## src/rtl/if_fetch_pkg.sv

```systemverilog
// Shared types and constants for the instruction fetch stage: BTB defaults,
// 2-bit counter encodings, fetch FSM states and the counter update helper.
package if_fetch_pkg;

    localparam int   BTB_IDX_W_DEFAULT = 6;
    localparam logic TRUE              = 1'b1;
    localparam logic FALSE             = 1'b0;

    typedef enum logic [1:0] {
        STRONG_NT = 2'd0,
        WEAK_NT   = 2'd1,
        WEAK_T    = 2'd2,
        STRONG_T  = 2'd3
    } btb_ctr_e;

    typedef enum logic [1:0] {
        FETCH   = 2'd0,
        WAIT    = 2'd1,
        HOLD    = 2'd2,
        DISCARD = 2'd3
    } fetch_state_e;

    function automatic btb_ctr_e ctr_step(btb_ctr_e ctr, logic taken);
        if (taken)
            return (ctr == STRONG_T) ? STRONG_T : btb_ctr_e'(ctr + 2'd1);
        return (ctr == STRONG_NT) ? STRONG_NT : btb_ctr_e'(ctr - 2'd1);
    endfunction

endpackage

```

## src/rtl/if_fetch_if.sv

```systemverilog
// Bundle of the fetch stage's cache, queue, redirect and BTB-training signals.
// master = fetch stage, slave = surrounding pipeline (cache, queue, resolver).
interface if_fetch_if;

    // IC_req is a level held until the one-cycle IC_done pulse; IF_flag is a
    // one-cycle push that is only raised when IQ_full was low at that edge.
    logic        rdy;
    logic        roll;
    logic [31:0] roll_pc;
    logic        IC_req;
    logic [31:0] IC_addr;
    logic        IC_done;
    logic [31:0] IC_inst;
    logic        IQ_full;
    logic        IF_flag;
    logic [31:0] IF_inst;
    logic [31:0] IF_PC;
    logic [31:0] IF_BTB_PC;
    logic        IF_BTB_predict;
    logic        upd_flag;
    logic [31:0] upd_pc;
    logic [31:0] upd_target;
    logic        upd_taken;

    modport master (
        input  rdy, roll, roll_pc, IC_done, IC_inst, IQ_full,
               upd_flag, upd_pc, upd_target, upd_taken,
        output IC_req, IC_addr, IF_flag, IF_inst, IF_PC, IF_BTB_PC, IF_BTB_predict
    );

    modport slave (
        output rdy, roll, roll_pc, IC_done, IC_inst, IQ_full,
               upd_flag, upd_pc, upd_target, upd_taken,
        input  IC_req, IC_addr, IF_flag, IF_inst, IF_PC, IF_BTB_PC, IF_BTB_predict
    );

endinterface

```

## src/rtl/if_btb.sv

```systemverilog
// Direct-mapped branch target buffer with 2-bit counters; only built when
// IF_BTB_EN is defined. Lookup is combinational, training is registered.
`ifdef IF_BTB_EN
module if_btb
    import if_fetch_pkg::*;
#(
    parameter int IDX_W = BTB_IDX_W_DEFAULT
) (
    input  logic        clk,
    input  logic        rst,
    input  logic [31:2] lookup_pc,
    output logic        predict,
    output logic [31:0] target,
    input  logic        upd_en,
    input  logic [31:2] upd_pc,
    input  logic [31:0] upd_target,
    input  logic        upd_taken
);

    localparam int ENTRIES = 1 << IDX_W;
    localparam int TAG_W   = 30 - IDX_W;

    logic              valid   [ENTRIES];
    logic [TAG_W-1:0]  tags    [ENTRIES];
    logic [31:0]       targets [ENTRIES];
    btb_ctr_e          ctrs    [ENTRIES];

    logic [IDX_W-1:0]  lk_idx, up_idx;
    logic [TAG_W-1:0]  lk_tag, up_tag;
    logic              lk_hit, up_hit;

    assign lk_idx  = lookup_pc[IDX_W+1:2];
    assign lk_tag  = lookup_pc[31:IDX_W+2];
    assign up_idx  = upd_pc[IDX_W+1:2];
    assign up_tag  = upd_pc[31:IDX_W+2];
    assign lk_hit  = valid[lk_idx] && (tags[lk_idx] == lk_tag);
    assign up_hit  = valid[up_idx] && (tags[up_idx] == up_tag);
    assign predict = lk_hit && ctrs[lk_idx][1];
    assign target  = targets[lk_idx];

    // Tags and targets are qualified by valid, so only valid/ctr need reset.
    always_ff @(posedge clk) begin
        if (rst) begin
            for (int i = 0; i < ENTRIES; i++) begin
                valid[i] <= FALSE;
                ctrs[i]  <= WEAK_NT;
            end
        end else if (upd_en) begin
            if (up_hit) begin
                ctrs[up_idx] <= ctr_step(ctrs[up_idx], upd_taken);
                if (upd_taken)
                    targets[up_idx] <= upd_target;
            end else if (upd_taken) begin
                valid[up_idx]   <= TRUE;
                tags[up_idx]    <= up_tag;
                targets[up_idx] <= upd_target;
                ctrs[up_idx]    <= WEAK_T;
            end
        end
    end

endmodule
`endif

```

## src/rtl/if_fetch.sv

```systemverilog
// Instruction fetch stage: one outstanding cache request, BTB next-PC
// prediction when IF_BTB_EN is defined (pc+4 otherwise), push into the queue.
module if_fetch
    import if_fetch_pkg::*;
#(
    parameter int          BTB_IDX_W = BTB_IDX_W_DEFAULT,
    parameter logic [31:0] RESET_PC  = 32'h0
) (
    input  logic         clk,
    input  logic         rst,
    if_fetch_if.master   bus,
    output fetch_state_e state
);

    logic [31:0] pc;
    logic [31:0] redirect_pc;
    logic [31:0] hold_inst;
    logic [31:0] next_pc;
    logic [31:0] push_inst;
    logic        predict;
    logic        push_now;

`ifdef IF_BTB_EN
    logic [31:0] btb_target;

    if_btb #(.IDX_W(BTB_IDX_W)) u_btb (
        .clk        (clk),
        .rst        (rst),
        .lookup_pc  (pc[31:2]),
        .predict    (predict),
        .target     (btb_target),
        .upd_en     (bus.upd_flag && bus.rdy),
        .upd_pc     (bus.upd_pc[31:2]),
        .upd_target (bus.upd_target),
        .upd_taken  (bus.upd_taken)
    );

    assign next_pc = predict ? btb_target : pc + 32'd4;
`else
    assign predict = FALSE;
    assign next_pc = pc + 32'd4;
`endif

    // A push happens straight from the cache response or later from HOLD.
    assign push_now  = !bus.IQ_full &&
                       ((state == WAIT && bus.IC_done) || state == HOLD);
    assign push_inst = (state == HOLD) ? hold_inst : bus.IC_inst;

    always_ff @(posedge clk) begin
        if (rst) begin
            state              <= FETCH;
            pc                 <= RESET_PC;
            redirect_pc        <= 32'h0;
            hold_inst          <= 32'h0;
            bus.IC_req         <= FALSE;
            bus.IC_addr        <= 32'h0;
            bus.IF_flag        <= FALSE;
            bus.IF_inst        <= 32'h0;
            bus.IF_PC          <= 32'h0;
            bus.IF_BTB_PC      <= 32'h0;
            bus.IF_BTB_predict <= FALSE;
        end else if (bus.roll) begin
            bus.IF_flag <= FALSE;
            // An outstanding request must still drain before refetching.
            if (bus.IC_req && !bus.IC_done) begin
                state       <= DISCARD;
                redirect_pc <= bus.roll_pc;
            end else begin
                state      <= FETCH;
                pc         <= bus.roll_pc;
                bus.IC_req <= FALSE;
            end
        end else if (bus.rdy) begin
            bus.IF_flag <= FALSE;
            if (push_now) begin
                bus.IF_flag        <= TRUE;
                bus.IF_inst        <= push_inst;
                bus.IF_PC          <= pc;
                bus.IF_BTB_PC      <= next_pc;
                bus.IF_BTB_predict <= predict;
                pc                 <= next_pc;
            end
            unique case (state)
                FETCH: begin
                    bus.IC_req  <= TRUE;
                    bus.IC_addr <= pc;
                    state       <= WAIT;
                end
                WAIT: begin
                    if (bus.IC_done) begin
                        bus.IC_req <= FALSE;
                        hold_inst  <= bus.IC_inst;
                        state      <= bus.IQ_full ? HOLD : FETCH;
                    end
                end
                HOLD: begin
                    if (!bus.IQ_full)
                        state <= FETCH;
                end
                DISCARD: begin
                    if (bus.IC_done) begin
                        bus.IC_req <= FALSE;
                        pc         <= redirect_pc;
                        state      <= FETCH;
                    end
                end
            endcase
        end
    end

endmodule
```

## src/flat_wrapper.sv

```systemverilog
// flat-port wrapper written by rule: the top's interface ports become plain ports
module if_fetch_flat import if_fetch_pkg::*;
#(
    parameter int          BTB_IDX_W = BTB_IDX_W_DEFAULT,
    parameter logic [31:0] RESET_PC  = 32'h0
)
  (clk, rst, state, bus_rdy, bus_roll, bus_roll_pc, bus_IC_done, bus_IC_inst, bus_IQ_full, bus_upd_flag, bus_upd_pc, bus_upd_target, bus_upd_taken, bus_IC_req, bus_IC_addr, bus_IF_flag, bus_IF_inst, bus_IF_PC, bus_IF_BTB_PC, bus_IF_BTB_predict);
  if_fetch_if bus_i ();
  input  logic clk;
  input  logic rst;
  output fetch_state_e state;
  input wire logic [$bits(bus_i.rdy)-1:0] bus_rdy;
  input wire logic [$bits(bus_i.roll)-1:0] bus_roll;
  input wire logic [$bits(bus_i.roll_pc)-1:0] bus_roll_pc;
  input wire logic [$bits(bus_i.IC_done)-1:0] bus_IC_done;
  input wire logic [$bits(bus_i.IC_inst)-1:0] bus_IC_inst;
  input wire logic [$bits(bus_i.IQ_full)-1:0] bus_IQ_full;
  input wire logic [$bits(bus_i.upd_flag)-1:0] bus_upd_flag;
  input wire logic [$bits(bus_i.upd_pc)-1:0] bus_upd_pc;
  input wire logic [$bits(bus_i.upd_target)-1:0] bus_upd_target;
  input wire logic [$bits(bus_i.upd_taken)-1:0] bus_upd_taken;
  output wire logic [$bits(bus_i.IC_req)-1:0] bus_IC_req;
  output wire logic [$bits(bus_i.IC_addr)-1:0] bus_IC_addr;
  output wire logic [$bits(bus_i.IF_flag)-1:0] bus_IF_flag;
  output wire logic [$bits(bus_i.IF_inst)-1:0] bus_IF_inst;
  output wire logic [$bits(bus_i.IF_PC)-1:0] bus_IF_PC;
  output wire logic [$bits(bus_i.IF_BTB_PC)-1:0] bus_IF_BTB_PC;
  output wire logic [$bits(bus_i.IF_BTB_predict)-1:0] bus_IF_BTB_predict;
  assign bus_i.rdy = bus_rdy;
  assign bus_i.roll = bus_roll;
  assign bus_i.roll_pc = bus_roll_pc;
  assign bus_i.IC_done = bus_IC_done;
  assign bus_i.IC_inst = bus_IC_inst;
  assign bus_i.IQ_full = bus_IQ_full;
  assign bus_i.upd_flag = bus_upd_flag;
  assign bus_i.upd_pc = bus_upd_pc;
  assign bus_i.upd_target = bus_upd_target;
  assign bus_i.upd_taken = bus_upd_taken;
  assign bus_IC_req = bus_i.IC_req;
  assign bus_IC_addr = bus_i.IC_addr;
  assign bus_IF_flag = bus_i.IF_flag;
  assign bus_IF_inst = bus_i.IF_inst;
  assign bus_IF_PC = bus_i.IF_PC;
  assign bus_IF_BTB_PC = bus_i.IF_BTB_PC;
  assign bus_IF_BTB_predict = bus_i.IF_BTB_predict;
  if_fetch #(.BTB_IDX_W(BTB_IDX_W), .RESET_PC(RESET_PC)) u_core (.clk(clk), .rst(rst), .bus(bus_i), .state(state));
endmodule
```

## config.mk

```make
export PLATFORM = sky130hd
export DESIGN_NAME = if_fetch_flat
export DESIGN_NICKNAME = d
export VERILOG_FILES = /design/src/rtl/if_fetch_pkg.sv /design/src/rtl/if_fetch_if.sv /design/src/rtl/if_btb.sv /design/src/rtl/if_fetch.sv /design/src/flat_wrapper.sv
export SDC_FILE = /design/constraint.sdc
export NUM_CORES = 1
export LEC_CHECK = 0
export CORE_MARGIN = 1
export CORE_UTILIZATION = 43
export DETAILED_ROUTE_END_ITERATION = 10
export GPL_TIMING_DRIVEN = 0
export PLACE_DENSITY = 0.78
export SYNTH_ARGS = -nofsm -noshare
export SYNTH_HDL_FRONTEND = slang
export SYNTH_HIERARCHICAL = 1
export SYNTH_SLANG_ARGS = --single-unit
export TNS_END_PERCENT = 30
```

## constraint.sdc

```tcl
create_clock -name clk -period 2.39 [get_ports clk]
set_clock_uncertainty 0.15 [all_clocks]
set_input_delay 0.239 -clock clk [delete_from_list [all_inputs] [get_ports clk]]
set_output_delay 0.239 -clock clk [all_outputs]
set_load 0.005 [all_outputs]
```

==> results.py <==
metrics = {
    "floorplan": {
        "fp.dieW_um": 155,
        "core-area_um2": 22800,
        "die_area_um2": 24000,
        "fp.dieH_um": 155,
        "rows": 55,
        "start_util_pct": 44.2,
        "ios": 269,
    },
    "clock_network": {
        "htreeDepth": 1,
        "path_clk_slew_ns": 0.06,
        "cts_buffer_depth": 3,
        "numCtsBuffers": 24,
        "cts_hold_buffers": 0,
        "clockRootBuffer": "clkbuf_16",
        "clkSinkCount": 226,
        "cts_tree": "done",
        "insertion_delay_ns": 0.51,
    },
    "detailed_routing": {
        "drt_iter0_markers": 945,
        "routed_via_density": 5.71,
        "ant_nets": 0,
        "wl_per_cell_um": 18.4,
        "dr.pass1.iters": 5,
        "wl_mm": 34.6,
        "detail_route.drc_violations": 0,
        "dr_total_vias": 10700,
    },
    "placed_design": {
        "dp_hpwl_mm": 25.1,
        "dp_slack_ns": -0.643,
        "portBuffers": 199,
        "place.gp.congestion": 0.950,
    },
    "grt": {
        "grt_max_degree": 14,
        "grt_pass1_vias": 9738,
        "grt_overflow": 0,
        "antenna_found_initial": 0,
        "grt_pass1_wl_mm": 52.6,
        "grt.total_usage_pct": 27.7,
    },
    "sta": {
        "min_period_over_period_pct": 99.6,
        "rsz0062_at_grt": "true",
        "period_minus_slack_ns": 2.38,
        "hold_violations": 0,
        "setup_viol": 0,
        "drv_slew": 0,
        "holdWs_ns": 0.0873,
        "slew_headroom_pct": 30.5,
        "tightest_slew_ns": 1.03,
        "finalSetupTns_ns": 0,
        "fin_ws_ns": 0.00994,
        "fmax_mhz": 420,
    },
    "finish": {
        "diodes": 0,
        "fin_nets": 1690,
        "fill_cells": 2030,
        "drive_gt1_share_pct": 8.92,
        "area_growth_pct": 34.4,
        "utilization_pct": 59.5,
    },
    "logic_synthesis": {
        "yosysSeqAreaShare_pct": 44.9,
        "yosysTopAreaCell": "dfxtp_1",
        "yosysUniqueCellTypes": 69,
        "syn_inst": 1320,
        "netlist.area_leader.share_pct": 44.9,
        "ys_ff_latch": 226,
        "syn_nets": 1457,
        "ys_async_sr_fraction_pct": 0,
        "ys.warnings.count": 6,
        "synthesis.area_um2": 10100,
        "synth.avg_cell_area_um2": 7.63,
        "synth.most_common_cell": "nand2_1",
        "synth_area_leaders": "dfxtp_1 (45%), nand2_1 (14%), a21oi_1 (8.7%)",
        "synth_edf_count": 0,
        "synthTopCellsByCount": "nand2_1 (368), dfxtp_1 (226), a21oi_1 (175)",
        "synth_flop_cell": "dfxtp_1",
    },
    "critical_path": {
        "cp_top_family": "simple AND/OR/NAND/NOR gates",
        "max_stage_delay_ns": 0.84,
        "ff2ff_setup_slack_ns": 0.01,
        "path_max_fanout": 10,
        "endpoint_kind": "flip-flop",
        "critPathBufInv": 2,
        "required_ns": 2.68,
        "crit_chain": "buf_2 > nor3_1 > clkbuf_1 > nand2_1 > a21oi_1",
        "crit_arrival_ns": 2.67,
        "worstSetupPathType": "flip-flop to flip-flop",
        "critPathLaunchType": "flip-flop",
        "critical-path-slowest-cell": "nor3_1",
    },
    "job": {
        "cap_violations": 0,
    },
    "pwr": {
        "finalPower_uw": 8510,
        "vdd_drop_max_mv": 0.310,
        "leakagePower_uw": 0.00446,
        "power_density_nw_per_um2": 628,
    },
    "hold_path": {
        "hold_path.class": "input pin to flip-flop",
    },
    "status": {
        "status": "completed",
    },
}
path summary, 6_finish.rpt:
path / startpoint / endpoint / cells after the start
setup / recovery: u_core/state[0] / u_core/bus.IC_addr[11] / 5
hold / removal: bus_rdy / u_core/bus.IF_flag / 3
setup reg to reg: u_core/state[0] / u_core/bus.IC_addr[11] / 5
hold reg to reg: u_core/redirect_pc[31] / u_core/redirect_pc[31] / 2
worst register-to-register path, stage by stage (launching register included):
cell	delay, ns
dfxtp_1	0.38
buf_2	0.21
nor3_1	0.84
clkbuf_1	0.45
nand2_1	0.14
a21oi_1	0.14
logic make-up after synthesis:
logic type	count (synthesis)	share of synthesized area, %
AO/OA/AOI/OAI	336	20.9
flip-flops	226	44.9
adder cells (fa/ha/maj)	1	0.124
buffers and inverters	141	5.90
multiplexers	6	0.608
AND/OR/NAND/NOR	580	25.0
other	1	0.0372
XOR/XNOR	29	2.52
registers in the layout, summed over array words and instances (netlist names):
signal	cells
u_core/redirect_pc	32
u_core/pc	32
u_core/bus.IF_inst	32
u_core/bus.IF_BTB_PC	30
u_core/bus.IF_PC	32
u_core/bus.IF_flag	1
u_core/hold_inst	32
u_core/bus.IC_addr	32
u_core/state	2
u_core/bus.IC_req	1
cell type report:
class,instances,area [µm²],share of cell area (%)
plain buffers,132,636,4.69
clock buffers,37,731,5.39
clock inverters,5,52.6,0.388
inverters,6,22.5,0.166
multi-input cells,953,5110,37.7
flip-flops and latches,226,4530,33.5
well taps,313,392,2.89
repair buffers,210,2070,15.3
stage by stage:
| step | area, µm² | cells |
|---|---|---|
| floorplan | 10100 | 1320 |
| global placement | 12500 | 1832 |
| detailed placement | 12500 | 1832 |
| CTS | 13400 | 1877 |
| global route | 13500 | 1882 |
| finish | 13500 | 1882 |
report_power, final:
group          internal (µW)  leakage (µW)  switching, µW
Combinational            363       0.00225            564
Clock                   2200      0.000384           1470
Sequential              3860       0.00183           55.5
cell usage in the layout (no fill, tap or decap), types with 4 or more instances in the layout:
master	Yosys	final
a211oi_1	38	38
a21oi_1	175	174
a311oi_1	38	38
a31oi_1	6	6
and4_1	6	6
buf_2	28	18
buf_4	5	20
buf_6	1	4
clkbuf_1	98	80
clkbuf_16	0	25
clkbuf_2	3	19
clkbuf_4	0	8
clkbuf_8	0	6
clkdlybuf4s50_1	0	199
dfxtp_1	226	223
inv_1	5	5
mux2i_1	5	5
nand2_1	368	368
nand2b_1	6	6
nand3_1	21	20
nand4_1	13	13
nor2_1	94	93
nor3_1	18	18
nor3_2	4	4
nor4_1	16	12
o211ai_1	6	6
o21ai_0	29	29
o31ai_1	6	5
or3_1	11	11
xnor2_1	21	21
xor2_1	8	8
what timing repair did:
action,CTS,global route
endpoints found under the setup margin,119,110
setup buffers,4,7
gates resized for setup,36,48
hold endpoints to repair,0,0
pin swaps,4,5
metal layers:
layer / part of all wire, % / vias up / track usage [%] / wire length, µm
li1: - / 5018 / - / -
met3: 9.9 / 87 / 4.15 / 3440
met2: 44 / 625 / 43.4 / 15300
met1: 42 / 5015 / 38.2 / 14700
met5: 0 / - / 0 / 0
met4: 3.4 / 0 / 10.7 / 1180
(Power assumes the default switching activity.)
